===== src/rtl/vga_frame_window.sv =====
// vga_frame_window: windowed, upscaled, double-buffered frame-buffer read address generator and pixel formatter
module vga_frame_window #(
    parameter int CAM_SCREEN_X = 160,
    parameter int CAM_SCREEN_Y = 120,
    parameter int AW = 17,
    parameter int DW = 8,
    parameter int SCREEN_X = 640,
    parameter int SCREEN_Y = 480,
    parameter logic [DW-1:0] BORDER_COLOR = 8'h00
) (
    input  logic          clk,
    input  logic          rst,
    input  logic [9:0]    posX,
    input  logic [8:0]    posY,
    input  logic [9:0]    org_x,
    input  logic [8:0]    org_y,
    input  logic [1:0]    scale,
    input  logic          bank_req,
    output logic [AW-1:0] mem_addr,
    input  logic [DW-1:0] mem_data,
    output logic [DW-1:0] pixel_out,
    output logic          bank_cur,
    output logic          frame_start,
    output logic [7:0]    frame_cnt
);
    localparam logic [AW-1:0] BANK_SIZE = AW'(CAM_SCREEN_X * CAM_SCREEN_Y);
    localparam logic [AW-1:0] ROW = AW'(CAM_SCREEN_X);
    localparam logic [11:0] CX = 12'(CAM_SCREEN_X);
    localparam logic [11:0] CY = 12'(CAM_SCREEN_Y);
    localparam logic [11:0] SX = 12'(SCREEN_X);
    localparam logic [11:0] SY = 12'(SCREEN_Y);

    logic [9:0]    org_x_q;
    logic [8:0]    org_y_q;
    logic [1:0]    scale_q;
    logic          bank_q;
    logic          zero_q;
    logic          frame_start_q;
    logic [7:0]    frame_cnt_q;
    logic [AW-1:0] mem_addr_q;
    logic [AW-1:0] mem_addr_d;
    logic [1:0]    win_q;
    logic [DW-1:0] pixel_q;

    logic          at_zero;
    logic          fs;
    logic [9:0]    ox;
    logic [8:0]    oy;
    logic [1:0]    sc;
    logic [1:0]    s;
    logic          bk;
    logic [11:0]   px;
    logic [11:0]   py;
    logic [11:0]   rel_x;
    logic [11:0]   rel_y;
    logic          in_win;
    logic [AW-1:0] base;

    // Window test and address; on a frame start the fresh inputs apply to the (0,0) sample itself
    always_comb begin
        at_zero = posX == 10'd0 && posY == 9'd0;
        fs = at_zero && !zero_q;
        ox = fs ? org_x : org_x_q;
        oy = fs ? org_y : org_y_q;
        sc = fs ? scale : scale_q;
        bk = fs ? bank_req : bank_q;
        s = (sc == 2'd3) ? 2'd2 : sc;
        px = {2'b00, posX};
        py = {3'b000, posY};
        rel_x = px - {2'b00, ox};
        rel_y = py - {3'b000, oy};
        in_win = px >= {2'b00, ox} && py >= {3'b000, oy} && rel_x < (CX << s) && rel_y < (CY << s)
                 && px < SX && py < SY;
        base = bk ? BANK_SIZE : '0;
        mem_addr_d = in_win ? base + AW'(rel_y >> s) * ROW + AW'(rel_x >> s) : base;
    end

    // Shadow loading, frame counting, and the address/in-window/pixel pipeline
    always_ff @(posedge clk) begin
        if (rst) begin
            org_x_q       <= '0;
            org_y_q       <= '0;
            scale_q       <= '0;
            bank_q        <= 1'b0;
            zero_q        <= 1'b0;
            frame_start_q <= 1'b0;
            frame_cnt_q   <= '0;
            mem_addr_q    <= '0;
            win_q         <= '0;
            pixel_q       <= '0;
        end else begin
            zero_q        <= at_zero;
            frame_start_q <= fs;
            if (fs) begin
                org_x_q     <= org_x;
                org_y_q     <= org_y;
                scale_q     <= scale;
                bank_q      <= bank_req;
                frame_cnt_q <= frame_cnt_q + 8'd1;
            end
            mem_addr_q <= mem_addr_d;
            win_q      <= {win_q[0], in_win};
            pixel_q    <= win_q[1] ? mem_data : BORDER_COLOR;
        end
    end

    assign mem_addr    = mem_addr_q;
    assign pixel_out   = pixel_q;
    assign bank_cur    = bank_q;
    assign frame_start = frame_start_q;
    assign frame_cnt   = frame_cnt_q;
endmodule


===== config.mk =====
export PLATFORM = sky130hd
export DESIGN_NAME = vga_frame_window
export DESIGN_NICKNAME = d
export VERILOG_FILES = /design/src/rtl/vga_frame_window.sv
export SDC_FILE = /design/constraint.sdc
export NUM_CORES = 1
export LEC_CHECK = 0
export CAP_MARGIN = 10
export CORE_MARGIN = 10
export CORE_UTILIZATION = 53
export CTS_CLUSTER_DIAMETER = 150
export DETAILED_ROUTE_END_ITERATION = 7
export GPL_ROUTABILITY_DRIVEN = 0
export PLACE_DENSITY_LB_ADDON = 0.08
export SYNTH_ARGS = -nofsm -noshare
export SYNTH_HDL_FRONTEND = slang
export SYNTH_SLANG_ARGS = --single-unit

===== constraint.sdc =====
create_clock -name clk -period 11.3 [get_ports clk]
set_clock_uncertainty 0.15 [all_clocks]
set_input_delay 3.39 -clock clk [delete_from_list [all_inputs] [get_ports clk]]
set_output_delay 3.39 -clock clk [all_outputs]
set_load 0.01 [all_outputs]

# == After elaboration in Yosys (flattened, before gate mapping) ==
# Cells that the tools add are included.
# word_totals
out_inout_bits,35
in_bits,51
regBits,59
# classes
n_addsub,5
shifts,4
magnitude_cmp,6
n_reduce_logical,11
bitwise,1
n_mul,1
n_eq_ne,1
muxes,7
# ops
operator,n
>> shifter 12 x 2 -> 17 bit,2
< comparator 12 bit,2
adder 15 x 17 -> 17 bit,1
adder 17 bit,1
"multiplier 17 x 3 -> 12 bit, second input constant",1
2-to-1 mux 17 bit,1
2-to-1 mux 15 bit,1
"<< shifter 7 x 2 -> 12 bit, first input constant",1
"<< shifter 8 x 2 -> 12 bit, first input constant",1
subtractor 10 x 10 -> 11 bit,1
>= comparator 10 bit,1
zero test 10 bit,1
"< comparator 10 bit, second input constant",1
2-to-1 mux 10 bit,1
subtractor 9 x 9 -> 10 bit,1
>= comparator 9 bit,1
zero test 9 bit,1
"< comparator 9 bit, second input constant",1
2-to-1 mux 9 bit,1
"adder 8 x 1 -> 8 bit, second input constant",1
logical AND 1 bit,7
2-to-1 mux 2 bit,2
"equality test 2 bit, second input constant",1
OR reduction 2 bit,1
3 further kinds,3

# == Logic depth before layout (Yosys ltp) ==
# Gate-level depths: netlist (run 1).
# logic_depth
ltp_word,13
ltp_mapped,28

# == Worst setup path after synthesis (run 1) ==
# OpenSTA, ideal clock, no wires.
# synth_path
kind,input-to-reg
from,in posX[3]
to,reg mem_addr_q[16] (netlist: mem_addr[16])
path_buffers,2
required_time_ns,11.086
path_stages,26
path_slack_ns,1.776
arrival_time_ns,9.310
path_cell_list,or4_1 > nor2_2 > buf_2 > buf_2 > mux2i_1 > inv_1 > fa_1 > nor2b_1 > o21a_1 > nor2_1 > xnor2_1 > nand2_1 > a31oi_1 > ha_1 > ha_1 > a211oi_1 > nor2_1 > nor2_1 > fa_1 > ha_1 > or2_2 > a21oi_1 > a211oi_1 > a31oi_1 > xnor3_1 > nor2_1
# synth_via
word_cells_on_any_way,30
classes_between,4 x add/sub; 1 x mul; 5 x order compare; 1 x eq/ne; 4 x shift; 7 x mux; 8 x reduce/logical
# synth_lines
item,line_no,source
from (decl),13,"input logic [9:0] posX,"
zero test 10 bit *,61,at_zero = posX == 10'd0 && posY == 9'd0;
logical AND 1 bit *,61,
logical AND 1 bit *,62,fs = at_zero && !zero_q;
2-to-1 mux 9 bit *,n/a,
via oy[1],48,logic [8:0] oy;
"parallel branches: the longest is 6 deep, another holds multiplier 17 x 3 -> 12 bit",n/a,
2-to-1 mux 17 bit *,75,mem_addr_d = in_win ? base + AW'(rel_y >> s) * ROW + AW'(rel_x >> s) : base;
to (signal assigned),101,mem_addr_q <= mem_addr_d;
to (decl),40,logic [AW-1:0] mem_addr_q;
# Mark *: on every way through the listed nets, which the timed path passes.
# A chain may end at the register's enable or synchronous reset.

# == Final worst setup path (run 1) ==
# layout_path
from,in posY[6]
to,reg mem_addr_q[16] (netlist: mem_addr[16])
# layout_via
word_cells_on_any_way,30
classes_between,4 x add/sub; 1 x mul; 5 x order compare; 1 x eq/ne; 4 x shift; 7 x mux; 8 x reduce/logical
# layout_lines
item,line_no,source
from (decl),14,"input logic [8:0] posY,"
zero test 9 bit *,61,
logical AND 1 bit *,61,
logical AND 1 bit *,62,
2-to-1 mux 9 bit *,n/a,
via oy[0],48,
"parallel branches: the longest is 6 deep, another holds multiplier 17 x 3 -> 12 bit",n/a,
2-to-1 mux 17 bit *,75,
# Marks and branches as above.

==> results.sh, run 1 <==
export IMPL_status="complete, no violations"
export IMPL_clk_pin_slew_ns=0.07
export IMPL_areaGrowthSynthToFinish_pct=25.7
export IMPL_num_io_pins=86
export IMPL_drv_slew=0
export IMPL_netSwitchingFraction_pct=32.2
export IMPL_ant_nets=0
export IMPL_tritoncts="done"
export IMPL_antenna_found_initial=0
export IMPL_whs_path_depth=1
export IMPL_start_kind="primary input"
export IMPL_post_route_drc_count=0
export IMPL_synth_seq_cells=59
export IMPL_core_region_area_um2=8130
export IMPL_grt_usage_pct=18.2
export IMPL_pwr_share_clk_pct=30.2
export IMPL_hold_path_startpoint="win_q[0]"
export IMPL_postPlaceCellArea_um2=5350
export IMPL_internal_power_mw=0.420
export IMPL_peakVddDrop_uv=81.4
export IMPL_rows=33
export IMPL_r2r_slack_ns=4.31
export IMPL_root_buffer="clkbuf_8"
export IMPL_cp_arrival_ns=10.47
export IMPL_cts_made_buffers=9
export IMPL_fmaxAchievable_ghz=0.0967
export IMPL_dp_slack_ns=0.696
export IMPL_tightest_slew_ns=0.643
export IMPL_dieArea_um2=12300
export IMPL_dr_total_vias=3941
export IMPL_cts_max_level=3
export IMPL_synth_edff_count=0
export IMPL_slowest_delay_ns=0.49
export IMPL_power_density_nw_per_um2=112
export IMPL_layout_commonest_cell="clkdlybuf4s50_1"
export IMPL_io_buffers=85
export IMPL_syn_nets=629
export IMPL_synth_seq_area_share_pct=26.8
export IMPL_via_per_inst=5.61
export IMPL_cp_required_ns=11.43
export IMPL_clock_latency_ns=0.34
export IMPL_rsz0062_at_grt="false"
export IMPL_postCtsSetupBuffers=0
export IMPL_grt_pass1_vias=3844
export IMPL_firstDrtPassIters=5
export IMPL_setup_ws_ns=0.958
export IMPL_drv_cap=0
export IMPL_hpwl_mm=9.01
export IMPL_grt_overflow_total=0
export IMPL_final_layout_size_suffix_gt1_share_pct=5.35
export IMPL_avgSynthCellArea_um2=8.63
export IMPL_grt_max_degree=35
export IMPL_tns_ns=0
export IMPL_ys_warn_count=0
export IMPL_final_cell_mix="clkdlybuf4s50_1 (85), nor2_1 (72), ha_1 (61)"
export IMPL_synth_area_um2=4400
export IMPL_antenna_cells=0
export IMPL_r2r_start="zero_q"
export IMPL_min_period_ns=10.34
export IMPL_wl_mm=11.3
export IMPL_nNetsFinal=714
export IMPL_cp_top_family="simple AND/OR/NAND/NOR gates"
export IMPL_crit_type="primary input to flop"
export IMPL_design_area_um2=5530
export IMPL_reg2reg_to="mem_addr[16]"
export IMPL_avgRoutedWirePerCell_um=16.1
export IMPL_synth_main_ff_cell="dfxtp_1"
export IMPL_power_share_sequential_pct=33.8
export IMPL_combPwrFrac_pct=36.0
export IMPL_critical_path_slowest_cell="nor2_4"
export IMPL_drtIter0Drc=228
export IMPL_synth_cell_types=55
export IMPL_start_util_pct=54.1
export IMPL_end_kind="flop"
export IMPL_slew_headroom_pct=56.3
export IMPL_hp_class="flop to flop"
export IMPL_power_switching_mw=0.199
export IMPL_die_w_um=111
export IMPL_period_share_pct=91.5
export IMPL_path_buf_inv=1
export IMPL_worstPathMaxFanout=16
export IMPL_final_setup_viol_count=0
export IMPL_syn_instance_count=510
export IMPL_finalHoldViolCount=0
export IMPL_cts_path_max_buffers=2
export IMPL_die_y_um=111
export IMPL_cts_sinks=59
export IMPL_async_reset_ff_share_pct=0
export IMPL_grt_pass1_wl_mm=19.0
export IMPL_worstRegToRegCells=24
export IMPL_post_cts_resized=0
export IMPL_cts_hold_buffers_added=0
export IMPL_min_to="win_q[1]"
export IMPL_leakage_nw=2.29
[worst reg2reg max path: cells and delay by family (launching register included)]
kind / cells / cell delay (ns)
multiplexers: 1 / 0.42
XOR/XNOR: 2 / 0.65
AND/OR/NAND/NOR: 9 / 2.06
adder cells (fa/ha/maj): 6 / 2.06
flip-flops: 1 / 0.34
AO/OA/AOI/OAI: 6 / 1.26
[per-layer routing]
| layer | wire length, um | part of all wire [%] | vias up | GRT usage, % |
|---|---|---|---|---|
| met5 | 0 | 0 | - | 0 |
| met4 | 149 | 1.3 | 0 | 4.97 |
| met3 | 589 | 5.2 | 12 | 4.11 |
| met2 | 5390 | 48 | 117 | 29.4 |
| met1 | 5220 | 46 | 1838 | 23.7 |
| li1 | - | - | 1974 | - |
[synthesized netlist by cell type (2+ instances only)]
library cell  count  area, um^2
a2111oi_0         2        17.5
and4_1            2        17.5
or3_1             3        18.8
nor2b_1          12        75.1
xor2_1           12         105
nor3_1           10        50.1
o2111ai_1         2        17.5
fa_1              7         140
a21boi_0          2        15.0
mux2i_1          23         230
o211ai_1          3        22.5
nand4_1           6        37.5
o21ai_1           4        20.0
conb_1            2        7.51
o21a_1            7        52.6
nand3_1           4        20.0
o21ba_2           2        20.0
xnor2_1          19         166
a211oi_1         10        75.1
a311oi_1          2        17.5
or4_1             3        22.5
nor4_1            5        31.3
a31oi_1           7        43.8
dfxtp_1          59        1180
a21oi_1          24         120
inv_1            19        71.3
ha_1             61         763
nand2_1          36         135
nor3b_1           5        37.5
a21o_1            7        52.6
mux2_2            5        56.3
o21ai_0          18        90.1
buf_2             5        25.0
nor2_1           72         270
o31ai_1           2        15.0
and2_1           10        62.6
o2bb2ai_1         2        17.5
clkbuf_1          9        33.8
and3_1            4        25.0
nand2b_1          8        50.1
[cell type report]
class	count	area (um^2)
multi-input combinational	417	3090
fill	673	2600
sequential	59	1180
timing repair buffer	89	881
clock buffer	11	141
tap	105	131
inverter	19	71.3
clock inverter	3	40.0
[sequential cells by signal, indices dropped and copies added (netlist names)]
register and cells:
frame_cnt 8, scale_q 2, org_y_q 9, win_q 2, bank_cur 1, org_x_q 10, pixel_out 8, zero_q 1
frame_start 1, mem_addr 17
[logic make-up after synthesis]
logic type / share of synthesized area, %
simple gates: 19.9
compound gates: 15.6
fa+ha+maj: 20.8
flops: 26.8
buf+inv: 3.21
xor+xnor: 6.68
mux: 6.82
other cells: 0.171
[power by group through the flow]
stage	combinational (mW)	clock (mW)	sequential, mW
global route	0.252	0.203	0.209
finish	0.223	0.187	0.210
CTS	0.223	0.191	0.210
detailed placement	0.220	0	0.214
floorplan	0.162	0	0.215
global placement	0.215	0	0.214
[per-stage QoR]
stage	util (%)	total power [mW]	hold WS (ns)	std cells
2_1_floorplan	-	0.377	0.241	510
3_3_place_gp	65.8	0.429	0.267	689
3_5_place_dp	65.8	0.434	0.279	689
4_1_cts	68.0	0.623	0.289	703
5_1_grt	68.0	0.664	0.297	703
6_report	68.0	0.620	0.290	703
[worst max-delay path by stage]
stage	depth (start not counted)	endpoint	startpoint	slack, ns
detailed placement	26	mem_addr[16]	posY[6]	0.70
global placement	26	mem_addr[16]	posY[6]	0.96
floorplan	26	mem_addr[16]	posX[3]	1.78
CTS	26	mem_addr[16]	posY[6]	1.02
finish	26	mem_addr[16]	posY[6]	0.96
global route	26	mem_addr[16]	posY[6]	0.44
Note: power is estimated with default switching activity, not from simulation.
==> run 2: changes to the inputs <==
CTS_BUF_LIST = sky130_fd_sc_hd__clkbuf_4 sky130_fd_sc_hd__clkbuf_8 sky130_fd_sc_hd__clkbuf_16   (was default)
==> results.sh, run 2 (synthesis gave the netlist of run 1 again) <==
export IMPL_end_kind="flop"
export IMPL_grt_pass1_wl_mm=19.0
export IMPL_setup_ws_ns=0.958
export IMPL_fmaxAchievable_ghz=0.0967
export IMPL_cts_hold_buffers_added=0
export IMPL_cp_required_ns=11.43
export IMPL_placedCellCount=689
export IMPL_period_share_pct=91.5
export IMPL_critical_path_slowest_cell="nor2_4"
export IMPL_core_region_area_um2=8130
export IMPL_io_buffers=85
export IMPL_post_cts_resized=0
export IMPL_tns_ns=0
export IMPL_rows=33
export IMPL_slew_headroom_pct=56.2
export IMPL_clock_latency_ns=0.34
export IMPL_drv_cap=0
export IMPL_final_util_pct=68.1
export IMPL_slowest_delay_ns=0.49
export IMPL_final_cell_mix="clkdlybuf4s50_1 (85), nor2_1 (72), ha_1 (61)"
export IMPL_start_util_pct=54.1
export IMPL_postPlaceCellArea_um2=5350
export IMPL_largest_register_ffs=17
export IMPL_dp_slack_ns=0.696
export IMPL_hp_class="flop to flop"
export IMPL_use_met1_pct=23.7
export IMPL_status="complete, no violations"
export IMPL_worstPathMaxFanout=16
export IMPL_crit_type="primary input to flop"
export IMPL_grt_overflow_total=0
export IMPL_firstDrtPassIters=5
export IMPL_hpwl_mm=9.01
export IMPL_nNetsFinal=714
export IMPL_min_period_ns=10.34
export IMPL_grt_pass1_vias=3844
export IMPL_cts_sinks=59
export IMPL_num_io_pins=86
export IMPL_cp_arrival_ns=10.47
export IMPL_start_kind="primary input"
export IMPL_layout_commonest_cell="clkdlybuf4s50_1"
export IMPL_ant_nets=0
export IMPL_finalPower_mw=0.622
export IMPL_met3_usage_pct=4.11
export IMPL_power_density_nw_per_um2=112
export IMPL_tritoncts="done"
export IMPL_met2_usage_pct=29.4
export IMPL_avgRoutedWirePerCell_um=16.1
export IMPL_hold_worst_slack_ns=0.290
export IMPL_finalHoldViolCount=0
export IMPL_tightest_slew_ns=0.644
export IMPL_peakVddDrop_uv=81.4
export IMPL_cts_made_buffers=9
export IMPL_grt_usage_pct=18.2
export IMPL_post_route_drc_count=0
export IMPL_drtIter0Drc=227
export IMPL_rsz0062_at_grt="false"
export IMPL_design_area_um2=5540
export IMPL_dieArea_um2=12300
export IMPL_drv_slew=0
export IMPL_fin_cells=703
export IMPL_antenna_found_initial=0
export IMPL_grt_max_degree=35
export IMPL_leakage_nw=2.29
export IMPL_top_usage_layer="met2"
export IMPL_via_per_inst=5.61
export IMPL_die_y_um=111
export IMPL_final_layout_size_suffix_gt1_share_pct=5.52
export IMPL_areaGrowthSynthToFinish_pct=25.8
export IMPL_antenna_cells=0
export IMPL_postCtsSetupBuffers=0
export IMPL_final_setup_viol_count=0
export IMPL_root_buffer="clkbuf_8"
export IMPL_cts_max_level=3
export IMPL_clk_pin_slew_ns=0.07
export IMPL_wl_mm=11.3
export IMPL_dr_total_vias=3942
export IMPL_cts_path_max_buffers=2
export IMPL_path_buf_inv=1
export IMPL_cp_top_family="simple AND/OR/NAND/NOR gates"
export IMPL_die_w_um=111
run 2: final timing paths:
check | slack (ns) | endpoint | cells past startpoint | from
max reg2reg | 4.31 | mem_addr[16] | 24 | zero_q
min reg2reg | 0.29 | win_q[1] | 1 | win_q[0]
min | 0.29 | win_q[1] | 1 | win_q[0]
max | 0.96 | mem_addr[16] | 26 | posY[6]
run 2: cell type report:
type | instances | area (um^2)
multi-input cells | 417 | 3090
clock buffers | 11 | 145
fillers | 671 | 2600
inverters | 19 | 71.3
well taps | 105 | 131
flip-flops and latches | 59 | 1180
clock inverters | 3 | 40.0
repair buffers | 89 | 881
run 2: worst reg2reg max path, delay by kind of cell (launching register included):
family | cells | cell delay, ns
XOR/XNOR | 2 | 0.65
flip-flops | 1 | 0.34
AND/OR/NAND/NOR | 9 | 2.06
multiplexers | 1 | 0.42
adder cells (fa/ha/maj) | 6 | 2.06
AO/OA/AOI/OAI | 6 | 1.26
run 2: routing by layer:
layer	part of all wire [%]	vias up
met5	0	-
met4	1.3	0
met3	5.2	12
met2	47	119
met1	46	1838
li1	-	1973
run 2: power breakdown:
part           switching (mW)  internal, mW
Clock                  0.0825         0.107
Sequential           0.000299         0.209
Combinational           0.117         0.106
